$ cat config.mk
export PLATFORM = sky130hd
export DESIGN_NAME = div_iter_unit_flat
export DESIGN_NICKNAME = d
export VERILOG_FILES = /design/src/rtl/div_iter_unit_pkg.sv /design/src/rtl/div_iter_unit_if.sv /design/src/rtl/div_iter_unit_cas_row.sv /design/src/rtl/div_iter_unit.sv /design/src/flat_wrapper.sv
export SDC_FILE = /design/constraint.sdc
export NUM_CORES = 1
export LEC_CHECK = 0
export CORE_ASPECT_RATIO = 1.1
export CORE_MARGIN = 3
export CORE_UTILIZATION = 35
export CTS_CLUSTER_DIAMETER = 30
export CTS_CLUSTER_SIZE = 8
export DETAILED_ROUTE_END_ITERATION = 6
export PLACE_DENSITY = 0.66
export SLEW_MARGIN = 5
export SYNTH_ARGS = -nofsm -noshare
export SYNTH_HDL_FRONTEND = slang
export SYNTH_SLANG_ARGS = --single-unit
$ cat constraint.sdc
create_clock -name clk -period 15.2 [get_ports clk]
set_input_delay 3.04 -clock clk [delete_from_list [all_inputs] [get_ports clk]]
set_output_delay 3.04 -clock clk [all_outputs]
set_load 0.01 [all_outputs]
$ cat src/rtl/div_iter_unit_pkg.sv
// ex_div_pkg: shared op encodings, state constants and default width for the EX-stage divider.
package ex_div_pkg;
    localparam int DIV_WIDTH = 32;
    localparam logic [1:0] DIV_OP_DIV  = 2'b00;
    localparam logic [1:0] DIV_OP_DIVU = 2'b01;
    localparam logic [1:0] DIV_OP_REM  = 2'b10;
    localparam logic [1:0] DIV_OP_REMU = 2'b11;
    typedef logic [1:0] state_t;
    localparam state_t S_IDLE = 2'd0;
    localparam state_t S_CALC = 2'd1;
    localparam state_t S_FIX  = 2'd2;
    localparam state_t S_DONE = 2'd3;
endpackage

$ cat src/rtl/div_iter_unit_if.sv
// div_iter_unit_if: request/result handshake between the EX operand mux, the divider and writeback.
interface div_iter_unit_if import ex_div_pkg::*; #(parameter int WIDTH = DIV_WIDTH);
    logic             start;
    logic [1:0]       op;
    logic [WIDTH-1:0] dividend;
    logic [WIDTH-1:0] divisor;
    logic             flush;
    logic             busy;
    logic             out_valid;
    logic             out_ready;
    logic [WIDTH-1:0] result;
    logic             div_by_zero;
    modport master(output start, op, dividend, divisor, flush, out_ready,
                   input busy, out_valid, result, div_by_zero);
    modport slave(input start, op, dividend, divisor, flush, out_ready,
                  output busy, out_valid, result, div_by_zero);
endinterface

$ cat src/rtl/div_iter_unit_cas_row.sv
// cas_row: one ripple-chained row of controlled add/subtract cells; add_sub=1 subtracts via inverted operand plus carry-in.
module cas_row #(parameter int N = 33) (
    input  logic         add_sub,
    input  logic [N-1:0] rem_shifted,
    input  logic [N-1:0] divisor_ext,
    output logic [N-1:0] sum
);
    logic [N-1:0] c;
    logic [N-1:0] b;
    assign c[0] = add_sub;
    for (genvar i = 0; i < N; i++) begin : g_cell
        assign b[i]   = divisor_ext[i] ^ add_sub;
        assign sum[i] = rem_shifted[i] ^ b[i] ^ c[i];
        if (i < N - 1) begin : g_carry
            assign c[i+1] = (rem_shifted[i] & b[i]) | (c[i] & (rem_shifted[i] ^ b[i]));
        end
    end
endmodule

$ cat src/rtl/div_iter_unit.sv
// div_iter_unit: iterative non-restoring DIV/DIVU/REM/REMU with sign fix-up and valid/ready result.
module div_iter_unit import ex_div_pkg::*; #(parameter int WIDTH = DIV_WIDTH) (
    input logic clk,
    input logic rst,
    div_iter_unit_if.slave bus
);
    localparam int CNT_W = $clog2(WIDTH) + 1;
    localparam logic [WIDTH-1:0] MIN = {1'b1, {(WIDTH-1){1'b0}}};
    state_t           state;
    logic [WIDTH:0]   rem;
    logic [WIDTH-1:0] quo, dvs, result_q, abs_a, abs_b, rem_fix;
    logic [CNT_W-1:0] cnt;
    logic             op_rem, sign_q, sign_r, dbz;
    logic             signed_op, ovf, last;
    logic [WIDTH:0]   sum;
    assign signed_op = ~bus.op[0];
    assign abs_a = (signed_op & bus.dividend[WIDTH-1]) ? -bus.dividend : bus.dividend;
    assign abs_b = (signed_op & bus.divisor[WIDTH-1]) ? -bus.divisor : bus.divisor;
    assign ovf = signed_op & (bus.dividend == MIN) & (bus.divisor == '1);
    assign last = cnt == CNT_W'(WIDTH - 1);
    // Final remainder lies in [0, dvs), so the restore add only needs WIDTH bits.
    assign rem_fix = rem[WIDTH] ? rem[WIDTH-1:0] + dvs : rem[WIDTH-1:0];
    cas_row #(.N(WIDTH + 1)) u_row (
        .add_sub(~rem[WIDTH]),
        .rem_shifted({rem[WIDTH-1:0], quo[WIDTH-1]}),
        .divisor_ext({1'b0, dvs}),
        .sum(sum)
    );
    always_ff @(posedge clk or posedge rst) begin
        if (rst) begin
            state <= S_IDLE;
            rem <= '0;
            quo <= '0;
            dvs <= '0;
            cnt <= '0;
            op_rem <= 1'b0;
            sign_q <= 1'b0;
            sign_r <= 1'b0;
            dbz <= 1'b0;
            result_q <= '0;
        end else begin
            case (state)
                S_IDLE: if (bus.start && !bus.flush) begin
                    op_rem <= bus.op[1];
                    sign_q <= signed_op & (bus.dividend[WIDTH-1] ^ bus.divisor[WIDTH-1]);
                    sign_r <= signed_op & bus.dividend[WIDTH-1];
                    dvs <= abs_b;
                    quo <= abs_a;
                    rem <= '0;
                    cnt <= '0;
                    dbz <= bus.divisor == '0;
                    if (bus.divisor == '0) begin
                        result_q <= bus.op[1] ? bus.dividend : '1;
                        state <= S_DONE;
                    end else if (ovf) begin
                        result_q <= bus.op[1] ? '0 : MIN;
                        state <= S_DONE;
                    end else begin
                        state <= S_CALC;
                    end
                end
                S_CALC: if (bus.flush) begin
                    state <= S_IDLE;
                end else begin
                    rem <= sum;
                    quo <= {quo[WIDTH-2:0], ~sum[WIDTH]};
                    cnt <= last ? cnt : cnt + 1'b1;
                    state <= last ? S_FIX : S_CALC;
                end
                S_FIX: if (bus.flush) begin
                    state <= S_IDLE;
                end else begin
                    result_q <= op_rem ? (sign_r ? -rem_fix : rem_fix) : (sign_q ? -quo : quo);
                    state <= S_DONE;
                end
                default: if (bus.flush || bus.out_ready) state <= S_IDLE;
            endcase
        end
    end
    assign bus.busy = state != S_IDLE;
    assign bus.out_valid = state == S_DONE;
    assign bus.result = result_q;
    assign bus.div_by_zero = dbz;
endmodule

$ cat src/flat_wrapper.sv
// flat-port wrapper written by rule: the top's interface ports become plain ports
module div_iter_unit_flat import ex_div_pkg::*;
#(parameter int WIDTH = DIV_WIDTH)
  (clk, rst, bus_start, bus_op, bus_dividend, bus_divisor, bus_flush, bus_out_ready, bus_busy, bus_out_valid, bus_result, bus_div_by_zero);
  div_iter_unit_if #(.WIDTH(WIDTH)) bus_i ();
  input logic clk;
  input logic rst;
  input wire logic [$bits(bus_i.start)-1:0] bus_start;
  input wire logic [$bits(bus_i.op)-1:0] bus_op;
  input wire logic [$bits(bus_i.dividend)-1:0] bus_dividend;
  input wire logic [$bits(bus_i.divisor)-1:0] bus_divisor;
  input wire logic [$bits(bus_i.flush)-1:0] bus_flush;
  input wire logic [$bits(bus_i.out_ready)-1:0] bus_out_ready;
  output wire logic [$bits(bus_i.busy)-1:0] bus_busy;
  output wire logic [$bits(bus_i.out_valid)-1:0] bus_out_valid;
  output wire logic [$bits(bus_i.result)-1:0] bus_result;
  output wire logic [$bits(bus_i.div_by_zero)-1:0] bus_div_by_zero;
  assign bus_i.start = bus_start;
  assign bus_i.op = bus_op;
  assign bus_i.dividend = bus_dividend;
  assign bus_i.divisor = bus_divisor;
  assign bus_i.flush = bus_flush;
  assign bus_i.out_ready = bus_out_ready;
  assign bus_busy = bus_i.busy;
  assign bus_out_valid = bus_i.out_valid;
  assign bus_result = bus_i.result;
  assign bus_div_by_zero = bus_i.div_by_zero;
  div_iter_unit #(.WIDTH(WIDTH)) u_core (.clk(clk), .rst(rst), .bus(bus_i));
endmodule
==> impl_results.md <==
- Detail Placement HPWL: 28800 µm
- First-pass GRT wire length: 62300 µm
- Sw Pwr: 1050 µW
- Antenna viol nets, final: 0
- Met2 Routed Length: 17400 µm
- Layout overhead on the synthesized area: 16.7%
- Final antenna diode count: 0
- Worst-margin pin slew: 1.21 ns
- TritonRoute pass-1 iters: 5
- LEAKAGE: 0.00575 µW
- Share of the yosys chip area belonging to registers: 0.285
- Total number of vias: 11925
- Uppermost metal layer occupied by signal nets: met4
- Worst Path Class, Setup: reg -> reg
- Max-capacitance violation count: 0
- Total negative slack: 0 ns
- Core box area: 34600 µm²
- Most used DFF post-synth: sky130_fd_sc_hd__dfrtp_1
- Power Dens Cells: 158 nW/µm²
- Hold WS: 0.473 ns
- Die span in x: 185 µm
- Worst-path cell with the longest stage delay: sky130_fd_sc_hd__dfrtp_2
- Total Nets Final: 1756
- Yosys warnings: 0
- Number of buffers on the longest clock path: 2
- Max VDD drop: 0.0880 mV
- Initial antenna violation count: 0
- Filler Cells Inserted: 3463
- Hold Path Class: reg -> reg
- Cell Int Power: 1240 µW
- Clock buffers created by TritonCTS: 17
- Synth area leaders: sky130_fd_sc_hd__dfrtp_1 (28%), sky130_fd_sc_hd__nand2_1 (7.5%), sky130_fd_sc_hd__xnor2_1 (7.4%), sky130_fd_sc_hd__o21ai_0 (6.1%), sky130_fd_sc_hd__fa_1 (5.2%)
- Via-per-instance ratio: 5.77
- Setup violation total in the final timing report: 0
- Remaining global-route overflow: 0
- Routed length on met1: 18000 µm
- Boundary pin count: 106
- Number of flops mapped to enable cells by yosys: 0
- Post-cts gate resize count: 0
- Proportion of layout cells with a drive suffix above 1: 0.0571
- Final Hold Fails: 0
- Critical path's largest stage delay: 0.64 ns
- Synth area leader: sky130_fd_sc_hd__dfrtp_1
- Switching Share: 0.458
- Share of power burned in combinational logic: 0.544
- Setup slack after placement: 1.41 ns
- Clk sink count: 141
- RSZ-0062 raised after global routing: false
- Mean area per synthesized cell: 7.93 µm²
- Result of the run: complete, no violations
- Share of async-settable or async-resettable flops after synthesis: 1.00
- Post-DR wirelength/cell: 18.7 µm
- TritonCTS clock tree: done
- Number of buffers inserted to repair setup after CTS: 0
- Std-Cell Rows: 71
- Maximum fanout along the worst path: 18
- Number of remaining DRC errors: 0
- Root buffer selected by CTS: sky130_fd_sc_hd__clkbuf_16
- Cell Area, Synth: 12400 µm²
- Worst endpoint required time: 15.55 ns
- Highest-count cells in the layout ignoring fill and taps: sky130_fd_sc_hd__nand2_1 (249), sky130_fd_sc_hd__o21ai_0 (149), sky130_fd_sc_hd__dfrtp_1 (140), sky130_fd_sc_hd__nor2_1 (136), sky130_fd_sc_hd__a21oi_1 (116)
- Effective utilization at floorplan: 0.358
- Leading cell type in the layout, fill and taps excluded: sky130_fd_sc_hd__nand2_1
- Number of distinct library cells after synthesis: 82
- Drt initial violations: 1169
- Minimum setup slack among reg-to-reg paths: 1.32 ns
- Critical path startpoint category: flop
- Vertical extent of the die: 203 µm
- Sequential Power Share: 0.254
- Count of port buffers added during placement: 105
- Clock input transition at the sequential cells of the worst setup and hold paths: 0.07 ns
- Final worst-path cycle share: 0.913
- Maximum number of pins on one net before global-route repair: 80
- Setup ws final: 1.32 ns
- Met3 wirelength from detailed routing: 2430 µm
- Overall fraction of global-route tracks in use: 0.205
- Category of the worst setup path capture point: flop
- Flip-flop and latch count after synthesis: 141
- CTS hold repair buffers: 0
- Cell repeated most along the worst path: sky130_fd_sc_hd__fa_1
- Relative slew slack: 0.191
- Instance count of the mapped netlist: 1562
- H-tree levels: 4
- Max-slew violations: 0
- Portion of synthesized cell area occupied by the leading cell type: 0.285
- Minimum period implied by the final worst setup slack: 13.88 ns
- Clk_skew: 0.0102 ns
- Clock share of power: 0.202
- Placer Congestion: 0.906
- Clk_lat worst skew: 0.44 ns
- Worst endpoint data arrival time: 14.22 ns
- Vias in the first global route: 11514
- Synthesized Nets: 1702
- Peak clock frequency supported by timing: 72.1 MHz
- Wire length after detailed routing: 38600 µm
- Die Footprint: 37700 µm²
-- flip-flops by register name, summed over array words and instances (netlist names) --
register	count
u_core.sign_r	1
u_core.dvs	32
u_core.sign_q	1
u_core.bus.result	32
u_core.cnt	6
u_core.rem	33
u_core.state	2
u_core.bus.div_by_zero	1
u_core.op_rem	1
u_core.quo	32
-- path summary, 6_finish.rpt --
kind / startpoint / end / depth (start not counted)
max reg2reg: u_core.rem[32] / u_core.quo[0] / 38
min in group asynchronous: rst / u_core.quo[9] / 2
min: u_core.bus.result[19] / u_core.bus.result[19] / 2
min reg2reg: u_core.bus.result[19] / u_core.bus.result[19] / 2
max in group asynchronous: rst / u_core.rem[32] / 3
max: u_core.rem[32] / u_core.quo[0] / 38
-- routing by layer --
metal  vias to the layer above  GRT usage
li1                       5697          -
met1                      5715      0.295
met2                       468      0.322
met3                        45     0.0285
met4                         0     0.0552
met5                         -          0
-- power groups by stage --
stage	combinational (µW)	clock (µW)	sequential, µW
floorplan	943	0	542
global placement	1200	0	579
detailed placement	1220	0	585
CTS	1230	466	579
global route	1390	480	597
finish	1240	460	581
-- cells by family after synthesis --
kind of cell,share of synthesized area
adders and majority gates,0.0891
DFF,0.285
and+or+nand+nor,0.227
xor gates and xnor gates,0.112
muxes,0.0115
AOI/OAI and AO/OA,0.240
buffers and inverters,0.0353
-- synth_stat cells, drive strengths merged, types with 5 or more instances --
cell type,number
nor3,28
dfrtp,141
a21o,13
and2,5
nand4,22
nand3,54
o21ai,156
a31oi,20
o22ai,16
clkbuf,67
o41ai,17
and3,5
or4,7
mux2i,9
nor2b,16
nand2b,19
nor2,137
buf,19
o31ai,28
o21a,10
nand2,249
xor2,55
inv,26
ha,37
a211o,8
o211ai,7
or3,21
a21oi,124
nor4,16
fa,32
a211oi,14
o221ai,14
xnor2,104
or2,9
-- critical path, delay by kind of cell (launching register included) --
kind | cells | cell delay, ns
adders and majority gates | 31 | 12.22
DFF | 1 | 0.64
and+or+nand+nor | 1 | 0.08
AOI/OAI and AO/OA | 2 | 0.32
xor gates and xnor gates | 3 | 0.44
buffers and inverters | 1 | 0.09
-- final cells by class --
type / count / area (µm²) / area share
Multi-Input combinational cell: 1309 / 8460 / 0.585
Sequential cell: 141 / 3530 / 0.244
Timing Repair Buffer: 121 / 1170 / 0.0810
Tap cell: 438 / 548 / 0.0379
Clock buffer: 19 / 453 / 0.0313
Clock inverter: 13 / 186 / 0.0129
Inverter: 26 / 103 / 0.00710
-- per-stage QoR --
| step | std cells | area [µm²] | power, µW | util |
|---|---|---|---|---|
| 2_1_floorplan | 1562 | 12400 | 1480 | - |
| 3_3_place_gp | 2035 | 13800 | 1780 | 0.400 |
| 3_5_place_dp | 2035 | 13800 | 1800 | 0.400 |
| 4_1_cts | 2067 | 14500 | 2280 | 0.418 |
| 5_1_grt | 2067 | 14500 | 2470 | 0.418 |
| 6_report | 2067 | 14500 | 2280 | 0.418 |
Note: power is estimated with default switching activity, not from simulation.
